<file path="src/rtl/coherence_pkg.sv">
// Shared coherence definitions: line flag encoding, snoop FSM state codes and
// the requester/remote flag transition used by the bus controller and caches.
package coherence_pkg;

  localparam logic [1:0] INVALID      = 2'd0;
  localparam logic [1:0] SHARED_CLEAN = 2'd1;
  localparam logic [1:0] OWNED_CLEAN  = 2'd2;
  localparam logic [1:0] OWNED_DIRTY  = 2'd3;

  localparam logic [2:0] ST_IDLE    = 3'd0;
  localparam logic [2:0] ST_SNOOP   = 3'd1;
  localparam logic [2:0] ST_RESOLVE = 3'd2;
  localparam logic [2:0] ST_WB_WAIT = 3'd3;
  localparam logic [2:0] ST_UPDATE  = 3'd4;
  localparam logic [2:0] ST_GRANT   = 3'd5;

  typedef struct packed {
    logic       hit;
    logic       wb;
    logic [1:0] req_flag;
    logic [1:0] rmt_flag;
  } flag_update_t;

  // remote_flag must already be INVALID when the remote table missed
  function automatic flag_update_t next_flag(input logic is_write, input logic [1:0] remote_flag);
    flag_update_t r;
    r.hit = (remote_flag != INVALID);
    r.wb  = (remote_flag == OWNED_DIRTY);
    if (r.hit) begin
      r.req_flag = is_write ? OWNED_DIRTY : SHARED_CLEAN;
      r.rmt_flag = is_write ? INVALID : SHARED_CLEAN;
    end else begin
      r.req_flag = is_write ? OWNED_DIRTY : OWNED_CLEAN;
      r.rmt_flag = INVALID;
    end
    return r;
  endfunction

  function automatic logic [1:0] core_bit(input logic c);
    return c ? 2'b10 : 2'b01;
  endfunction

endpackage

</file>
<file path="src/rtl/rr_arbiter2.sv">
// Two-input round-robin arbiter; the pointer moves to the losing core only when
// both cores contended for the accepted slot.
module rr_arbiter2 (
  input  logic       clk,
  input  logic       rst,
  input  logic [1:0] i_req,
  input  logic       i_accept,
  output logic       o_winner
);

  logic r_ptr;
  logic w_both;

  assign w_both = i_req[0] & i_req[1];

  // pick the pointed core on contention, else whichever core is requesting
  always_comb begin
    if (w_both) begin
      o_winner = r_ptr;
    end else begin
      o_winner = i_req[1];
    end
  end

  // pointer update on a contested accept
  always_ff @(posedge clk) begin
    if (rst) begin
      r_ptr <= 1'b0;
    end else if (i_accept && w_both) begin
      r_ptr <= ~o_winner;
    end else begin
      r_ptr <= r_ptr;
    end
  end

endmodule

</file>
<file path="src/rtl/snoop_bus_ctrl.sv">
// Coherence initiator: arbitrates two cores, snoops the opposite tag table,
// forces a write-back on a dirty remote line and grants the requester its flag.
module snoop_bus_ctrl
  import coherence_pkg::*;
#(
  parameter int ENTRY_WIDTH  = 10,
  parameter int ADDR_P_WIDTH = 32
) (
  input  logic                    clk,
  input  logic                    rst,
  input  logic [1:0]              req_valid,
  input  logic [1:0]              req_write,
  input  logic [ADDR_P_WIDTH-1:0] req_addr_0,
  input  logic [ADDR_P_WIDTH-1:0] req_addr_1,
  output logic [1:0]              req_ready,
  output logic [1:0]              snp_valid,
  output logic [ADDR_P_WIDTH-1:0] snp_addr,
  input  logic [1:0]              snp_match,
  input  logic [1:0]              snp_flag_0,
  input  logic [1:0]              snp_flag_1,
  input  logic [ENTRY_WIDTH-1:0]  snp_index_0,
  input  logic [ENTRY_WIDTH-1:0]  snp_index_1,
  output logic [1:0]              rmt_we,
  output logic [ENTRY_WIDTH-1:0]  rmt_index,
  output logic [1:0]              rmt_flag,
  output logic                    wb_req,
  output logic [ADDR_P_WIDTH-1:0] wb_addr,
  input  logic                    wb_ack,
  output logic                    grant_valid,
  output logic                    grant_core,
  output logic [1:0]              grant_flag
);

  logic [2:0]              r_state;
  logic [2:0]              w_state_nxt;
  logic                    r_core;
  logic                    r_write;
  logic [ADDR_P_WIDTH-1:0] r_addr;
  logic                    r_hit_match;
  logic [1:0]              r_hit_flag;
  logic [ENTRY_WIDTH-1:0]  r_hit_index;

  logic                    w_winner;
  logic                    w_accept;
  logic [ADDR_P_WIDTH-1:0] w_win_addr;
  logic [1:0]              w_rmt_flag_in;
  flag_update_t            w_upd;

  logic [1:0]              r_req_ready;
  logic [1:0]              r_snp_valid;
  logic [ADDR_P_WIDTH-1:0] r_snp_addr;
  logic [1:0]              r_rmt_we;
  logic [ENTRY_WIDTH-1:0]  r_rmt_index;
  logic [1:0]              r_rmt_flag;
  logic                    r_wb_req;
  logic [ADDR_P_WIDTH-1:0] r_wb_addr;
  logic                    r_grant_valid;
  logic                    r_grant_core;
  logic [1:0]              r_grant_flag;

  rr_arbiter2 u_arb (
    .clk      (clk),
    .rst      (rst),
    .i_req    (req_valid),
    .i_accept (w_accept),
    .o_winner (w_winner)
  );

  assign w_accept      = (r_state == ST_IDLE) && (req_valid != 2'b00);
  assign w_win_addr    = w_winner ? req_addr_1 : req_addr_0;
  assign w_rmt_flag_in = r_hit_match ? r_hit_flag : INVALID;
  assign w_upd         = next_flag(r_write, w_rmt_flag_in);

  // transaction sequencing
  always_comb begin
    w_state_nxt = r_state;
    case (r_state)
      ST_IDLE: begin
        if (w_accept) w_state_nxt = ST_SNOOP;
        else          w_state_nxt = ST_IDLE;
      end
      ST_SNOOP:   w_state_nxt = ST_RESOLVE;
      ST_RESOLVE: begin
        if (!w_upd.hit)    w_state_nxt = ST_GRANT;
        else if (w_upd.wb) w_state_nxt = ST_WB_WAIT;
        else               w_state_nxt = ST_UPDATE;
      end
      ST_WB_WAIT: begin
        if (wb_ack) w_state_nxt = ST_UPDATE;
        else        w_state_nxt = ST_WB_WAIT;
      end
      ST_UPDATE:  w_state_nxt = ST_GRANT;
      ST_GRANT:   w_state_nxt = ST_IDLE;
      default:    w_state_nxt = ST_IDLE;
    endcase
  end

  // state, latched request and snoop response captured while snp_valid is up
  always_ff @(posedge clk) begin
    if (rst) begin
      r_state     <= ST_IDLE;
      r_core      <= 1'b0;
      r_write     <= 1'b0;
      r_addr      <= {ADDR_P_WIDTH{1'b0}};
      r_hit_match <= 1'b0;
      r_hit_flag  <= INVALID;
      r_hit_index <= {ENTRY_WIDTH{1'b0}};
    end else begin
      r_state <= w_state_nxt;
      if (w_accept) begin
        r_core  <= w_winner;
        r_write <= req_write[w_winner];
        r_addr  <= w_win_addr;
      end
      if (r_state == ST_SNOOP) begin
        r_hit_match <= r_core ? snp_match[0] : snp_match[1];
        r_hit_flag  <= r_core ? snp_flag_0   : snp_flag_1;
        r_hit_index <= r_core ? snp_index_0  : snp_index_1;
      end
    end
  end

  // outputs are decoded from the state being entered so they line up with it
  always_ff @(posedge clk) begin
    if (rst) begin
      r_req_ready   <= 2'b00;
      r_snp_valid   <= 2'b00;
      r_snp_addr    <= {ADDR_P_WIDTH{1'b0}};
      r_rmt_we      <= 2'b00;
      r_rmt_index   <= {ENTRY_WIDTH{1'b0}};
      r_rmt_flag    <= INVALID;
      r_wb_req      <= 1'b0;
      r_wb_addr     <= {ADDR_P_WIDTH{1'b0}};
      r_grant_valid <= 1'b0;
      r_grant_core  <= 1'b0;
      r_grant_flag  <= INVALID;
    end else begin
      r_req_ready   <= w_accept ? core_bit(w_winner) : 2'b00;
      r_snp_valid   <= w_accept ? core_bit(~w_winner) : 2'b00;
      r_snp_addr    <= w_accept ? w_win_addr : {ADDR_P_WIDTH{1'b0}};
      r_wb_req      <= (w_state_nxt == ST_WB_WAIT);
      r_wb_addr     <= (w_state_nxt == ST_WB_WAIT) ? r_addr : {ADDR_P_WIDTH{1'b0}};
      r_rmt_we      <= (w_state_nxt == ST_UPDATE) ? core_bit(~r_core) : 2'b00;
      r_rmt_index   <= (w_state_nxt == ST_UPDATE) ? r_hit_index : {ENTRY_WIDTH{1'b0}};
      r_rmt_flag    <= (w_state_nxt == ST_UPDATE) ? w_upd.rmt_flag : INVALID;
      r_grant_valid <= (w_state_nxt == ST_GRANT);
      r_grant_core  <= (w_state_nxt == ST_GRANT) ? r_core : 1'b0;
      r_grant_flag  <= (w_state_nxt == ST_GRANT) ? w_upd.req_flag : INVALID;
    end
  end

  assign req_ready   = r_req_ready;
  assign snp_valid   = r_snp_valid;
  assign snp_addr    = r_snp_addr;
  assign rmt_we      = r_rmt_we;
  assign rmt_index   = r_rmt_index;
  assign rmt_flag    = r_rmt_flag;
  assign wb_req      = r_wb_req;
  assign wb_addr     = r_wb_addr;
  assign grant_valid = r_grant_valid;
  assign grant_core  = r_grant_core;
  assign grant_flag  = r_grant_flag;

endmodule

</file>
<file path="config.mk">
export PLATFORM = sky130hd
export DESIGN_NAME = snoop_bus_ctrl
export DESIGN_NICKNAME = d
export VERILOG_FILES = /design/src/rtl/coherence_pkg.sv /design/src/rtl/rr_arbiter2.sv /design/src/rtl/snoop_bus_ctrl.sv
export SDC_FILE = /design/constraint.sdc
export NUM_CORES = 1
export LEC_CHECK = 0
export BUFFER_PORTS_ARGS = -buffer_cell sky130_fd_sc_hd__buf_2
export CAP_MARGIN = 25
export CORE_ASPECT_RATIO = 1.25
export CORE_MARGIN = 2
export CORE_UTILIZATION = 50
export DETAILED_ROUTE_END_ITERATION = 12
export PLACE_DENSITY = 0.87
export SLEW_MARGIN = 20
export SYNTH_ARGS = -nofsm -noshare
export SYNTH_HDL_FRONTEND = slang
export SYNTH_SLANG_ARGS = --single-unit
</file>
<file path="constraint.sdc">
create_clock -name clk -period 2.51 [get_ports clk]
set_input_delay 0.502 -clock clk [delete_from_list [all_inputs] [get_ports clk]]
set_output_delay 0.502 -clock clk [all_outputs]
set_load 0.05 [all_outputs]
</file>
== After elaboration in Yosys (flattened, before gate mapping) ==
Cells that the tools add are included.
W data, S select, Z words.
Word-level totals
  bits in registers: 138
  input bits: 97
  logic and storage cells: 65
Operators by class
  magnitude comparators: 1
  equality and inequality tests: 8
  muxes and demuxes: 20
  bitwise operators: 7
  reduce and logical (&&, ||, !) cells: 10
Operator list (count)
  $mux W32: 1
  $pmux W3 S5: 1
  $mux W2: 6
  $mux W10: 1
  $eq A3 B2 Y1 const B: 3
  $eq A3 B3 Y1 const B: 3
  $mux W3: 3
  $reduce_or A2 Y1: 4
  $mux W1: 7
  $not A1 Y1: 6
  $mux W4: 1
  $reduce_bool A2 Y1: 2
  $eq A3 B1 Y1 const B: 1
  $logic_not A3 Y1: 1
  $reduce_or A3 Y1: 1
  $eq A2 B2 Y1 const B: 1
  $logic_and A1 B1 Y1: 2
  $lt A1 B2 Y1 const B: 1
  $and A1 B1 Y1: 1

== Depth between registers and ports, before layout ==
  word-level depth: 8
  depth in mapped cells: 8
  gate-level depth less buffers: 6

== Cells and area by module ==
From an unflattened synthesis, not the netlist that was laid out.
Unflattened totals
  cells, all modules: 500
  area, all modules: 5230.0 sq um
By module, submodules not included
  snoop_bus_ctrl: times used 1, cells an instance 493, area an instance 5168.7 sq um
  rr_arbiter2: times used 1, cells an instance 7, area an instance 61.3 sq um

== Worst setup path after synthesis ==
Ideal clock, no wire load.
  kind: in2reg
  start: in rst
  end: reg r_rmt_index[6], in the netlist rmt_index[6]
  library setup time: 0.087 ns
  arrival: 1.718 ns
  setup slack: 0.704 ns
  cell stages on the path: 6
  path buffers: 3
  cells stage by stage: buf_2 or3b_1 o32a_1 buf_6 buf_8 nor4b_2
Between the ends
  longest elaborated chain between the ends: 1
RTL lines
  from (decl): RTL line snoop_bus_ctrl.sv:10  | input logic rst,
  $reduce_or A2 Y1 (no source line)
  to (signal assigned): RTL line snoop_bus_ctrl.sv:130  | r_rmt_index <= {ENTRY_WIDTH{1'b0}};
  to (signal assigned): RTL line snoop_bus_ctrl.sv:144  | r_rmt_index <= (w_state_nxt == ST_UPDATE) ? r_hit_index : {ENTRY_WIDTH{1'b0}};
  to (decl): RTL line snoop_bus_ctrl.sv:53  | logic [ENTRY_WIDTH-1:0] r_rmt_index;
Every way passes these cells.
A chain may end at the register's enable or synchronous reset.

== Final worst setup path ==
  start: reg r_state[1]
  end: reg r_rmt_index[9], in the netlist rmt_index[9]
Between the ends
  longest elaborated chain between the ends: 7
  elaborated cells on any way between the ends: 11
RTL lines
  from (decl): RTL line snoop_bus_ctrl.sv:34  | logic [2:0] r_state;
  from (signal assigned): RTL line snoop_bus_ctrl.sv:109  | r_state <= w_state_nxt;
  $logic_not A3 Y1: RTL line snoop_bus_ctrl.sv:69, snoop_bus_ctrl.sv:77
  $logic_and A1 B1 Y1: RTL line snoop_bus_ctrl.sv:69  | assign w_accept = (r_state == ST_IDLE) && (req_valid != 2'b00);
  $mux W1: RTL line snoop_bus_ctrl.sv:79  | if (w_accept) w_state_nxt = ST_SNOOP;
  $pmux W3 S5 (*): RTL line snoop_bus_ctrl.sv:77  | case (r_state)
  $eq A3 B3 Y1 (*): RTL line snoop_bus_ctrl.sv:144
  $not A1 Y1 (no source line) (*)
  $reduce_or A2 Y1 (no source line) (*)
Every way passes the cells marked *; elsewhere a longest branch is shown, timed or not.

==> implementation parameters <==
Parameter                              Value

Floorplanning
  Area of the die    11300 um^2
  X dimension of the die    95.6 um
  Number of top-level design ports    184
  Area of the core region    10200 um^2
  Count of standard-cell rows    41
  Starting utilization of the core area    0.516
  DIE HEIGHT    118 um

Timing
  Transition time of the tightest slew-check pin    0.951 ns
  Max-slew violation total from the final report    0
  Total negative slack    0 ns
  Setup repair after global routing missed its margin    no
  Setup-failing EPs final    0
  Clk_skew    0.00956 ns
  Maximum clock rate    471 MHz
  Number of hold violations in the final report    0
  Final critical delay including setup and external delays    2.12 ns
  Final clock period utilization by the worst path    0.845
  Worst slew margin relative to its limit    0.365

Logic synthesis
  Synthesized netlist cell count    529
  Cell accounting for the most synthesized area    sky130_fd_sc_hd__dfxtp_1
  Largest family of logic cells by synthesized area    compound AO/OA/AOI/OAI gates
  Post-Syn Area per Cell    9.91 um^2
  Most area-consuming cells after synthesis    sky130_fd_sc_hd__dfxtp_1 (52%), sky130_fd_sc_hd__a221oi_1 (5.5%), sky130_fd_sc_hd__o32ai_1 (5.5%)
  Proportion of synthesized area in mux cells    0.0248
  Number of synthesized register bits    135
  Warnings from Yosys    0
  Most frequently used cell type in the post-synthesis netlist    sky130_fd_sc_hd__dfxtp_1
  Number of enable flip-flop cells after synthesis    0
  Compound-gate portion of the synthesized area    0.209
  Combined area of all synthesized cells    5240 um^2
  Number of distinct standard cells referenced by the synthesized netlist    41
  Adder-cell area share of the yosys netlist    0.00716
  Area fraction in and, or, nand and nor cells after synthesis    0.156
  Ys async rst share    0
  Synthesized net count    629
  Most frequently used flop master after synthesis    sky130_fd_sc_hd__dfxtp_1
  Sequential share of the synthesized area    0.515
  Top cell types by occurrence after synthesis    sky130_fd_sc_hd__dfxtp_1 (135), sky130_fd_sc_hd__clkbuf_1 (40), sky130_fd_sc_hd__inv_1 (37)
  Portion of synthesized cell area occupied by the leading cell type    0.515
  Post-synthesis xor/xnor area fraction    0

Setup path
  Reg2Reg Depth    3
  Standard cell with the maximum stage delay on the critical path    sky130_fd_sc_hd__o32a_1
  Required time reported for the critical path endpoint    2.80 ns
  Worst stage delay on the critical path    0.61 ns
  Cell breakdown of the critical path    or3b_1 -> o32a_1 -> nor4b_1
  Worst-case register-to-register setup slack    0.39 ns
  Endpoint of the most critical register-to-register path    rmt_index[9]
  Arrival time reported for the critical path endpoint    2.41 ns
  Reg2reg start    r_state[1]
  Startpoint types    flip-flop
  Top fanout value on the critical path    18
  Crit path kind    reg2reg
  Worst setup startpoint    r_state[1]
  Element type at the critical path end    flip-flop

CTS
  Clk Latency, worst-skew pair    0.41 ns
  Post-CTS Resized    0
  Maximum buffer depth of the clock tree    2
  Root Buffer    sky130_fd_sc_hd__clkbuf_16
  Post-CTS setup buffers    0
  CTS tree    built
  Total number of H-tree levels    4
  Clock slew at the register clock pins of the worst setup and hold paths    0.06 ns
  Number of buffers added by the clock tree synthesis step    17
  Hold bufs inserted after CTS    0
  Sink Count    135

Pwr
  Leakage    0.00288 uW
  Worst-case vdd ir drop    0.520 mV
  Power per Cell Area    891 nW/um^2

Detailed routing
  Count of TritonRoute iterations in the first routing pass    5
  Routed WL    14400 um
  Final routed DRC violation total    0
  Iter 0 DRT Violations    342
  Via-to-Cell Ratio    5.82
  Number of vias after detailed routing    4805
  Wire length per cell    17.4 um
  Routed Antenna Nets    0

Placement
  Routability Congestion    0.784
  Count of input and output buffers    182
  Number of instances in the placed design    793
  HPWL after detailed placement    9440 um

Cells and area
  # nets final    783
  Area taken by flip-flops and latches    2700 um^2
  Share of cells above drive strength 1    0.348
  Final cell count without fillers    825
  Number of filler cells placed in the layout    788
  Area used by multi-input combinational logic    2120 um^2
  Layout area overhead    28.8%
  Number of diodes added for antenna fixing    0

Min path
  Hold endpoint    snp_addr[20]
  Hold crit path type    in2reg
  Depth of the worst hold-timing path    3
  Worst Hold Launch    req_addr_0[20]

Flow run
  Maximum capacitance violations    0

Global route
  Wire length of the first global-routing pass    23200 um
  Remaining Overflow, GRT    0
  Combined global-route utilization of all metal layers    0.259
  Vias in the first global route    4878
  Number of antenna violations at the first check in global routing    0
  Pin count of the biggest net entering global routing    54

Run status
  Status    finished clean
[per-layer routing]
metal	global-route usage	part of all wire	wire [um]
met4	0.102	0.016	227
met5	0	0	0
met3	0.0656	0.087	1260
met2	0.437	0.51	7320
met1	0.310	0.39	5570
[layout make-up]
type                            count  area share
Clock buffer                       25      0.0734
Clock inverter                      7      0.0137
Inverter                           37      0.0206
Multi-Input combinational cell    294       0.314
Sequential cell                   135       0.400
Tap cell                          129      0.0239
Timing Repair Buffer              198       0.155
[cells by family after synthesis]
kind of cell | Yosys count
compound gates | 157
fa+ha+maj | 3
buf+inv | 100
flops | 135
mux | 13
other cells | 1
simple gates | 120
[sequential cells by signal (all words and copies together) (netlist names)]
name         cells
r_addr          32
snp_valid        1
r_state          3
grant_core       1
wb_req           1
grant_valid      1
req_ready        1
r_hit_index     10
rmt_we           2
r_core           1
rmt_flag         1
r_write          1
grant_flag       2
r_hit_match      1
snp_addr        32
wb_addr         32
rmt_index       10
r_hit_flag       2
u_arb.r_ptr      1
[cells in the final DEF, fill, tap and decap left out, types with 2 or more instances in the layout]
cell / n
sky130_fd_sc_hd__a21oi_1: 34
sky130_fd_sc_hd__nor4b_1: 8
sky130_fd_sc_hd__clkinv_2: 2
sky130_fd_sc_hd__o32ai_1: 33
sky130_fd_sc_hd__a221oi_1: 33
sky130_fd_sc_hd__nand2_1: 3
sky130_fd_sc_hd__clkbuf_16: 17
sky130_fd_sc_hd__a21bo_2: 2
sky130_fd_sc_hd__nor2b_1: 4
sky130_fd_sc_hd__clkbuf_1: 4
sky130_fd_sc_hd__or3b_1: 2
sky130_fd_sc_hd__o21ai_0: 34
sky130_fd_sc_hd__or3_1: 3
sky130_fd_sc_hd__mux2i_1: 13
sky130_fd_sc_hd__a211o_1: 2
sky130_fd_sc_hd__bufinv_16: 2
sky130_fd_sc_hd__dfxtp_1: 135
sky130_fd_sc_hd__clkbuf_8: 4
sky130_fd_sc_hd__nor4b_2: 4
sky130_fd_sc_hd__a211oi_1: 14
sky130_fd_sc_hd__buf_4: 15
sky130_fd_sc_hd__ha_1: 3
sky130_fd_sc_hd__nand3b_1: 33
sky130_fd_sc_hd__buf_2: 182
sky130_fd_sc_hd__nor2_1: 18
sky130_fd_sc_hd__clkinvlp_4: 3
sky130_fd_sc_hd__inv_1: 36
sky130_fd_sc_hd__nor3_1: 34
[worst max path at each step]
stage	to	slack [ns]
finish	rmt_index[9]	0.39
global route	rmt_index[4]	0.23
CTS	rmt_index[9]	0.38
detailed placement	r_addr[15]	0.38
global placement	rmt_index[2]	0.47
floorplan	rmt_index[6]	0.70
[where the power goes]
group          switching, uW  leakage, uW  total, uW  internal [uW]
sequential              85.3      0.00110       2420           2330
clock                    883     0.000280       2450           1560
combinational            788      0.00150       1150            364
[per-stage QoR]
stage | hold slack (ns) | area (um^2) | util | power, uW | setup WS (ns)
floorplan | 0.424 | 5240 | - | 3280 | 0.704
global placement | 0.432 | 6160 | 0.607 | 3560 | 0.473
detailed placement | 0.439 | 6160 | 0.607 | 3600 | 0.380
CTS | 0.359 | 6750 | 0.665 | 6040 | 0.381
global route | 0.363 | 6750 | 0.665 | 6250 | 0.233
finish | 0.372 | 6750 | 0.665 | 6020 | 0.389
[critical path, delay by kind of cell (launching register included)]
kind / cells / cell delay [ns]
AO/OA/AOI/OAI: 1 / 0.61
flip-flops: 1 / 0.58
AND/OR/NAND/NOR: 2 / 0.82
Note: power is estimated with default switching activity, not from simulation.
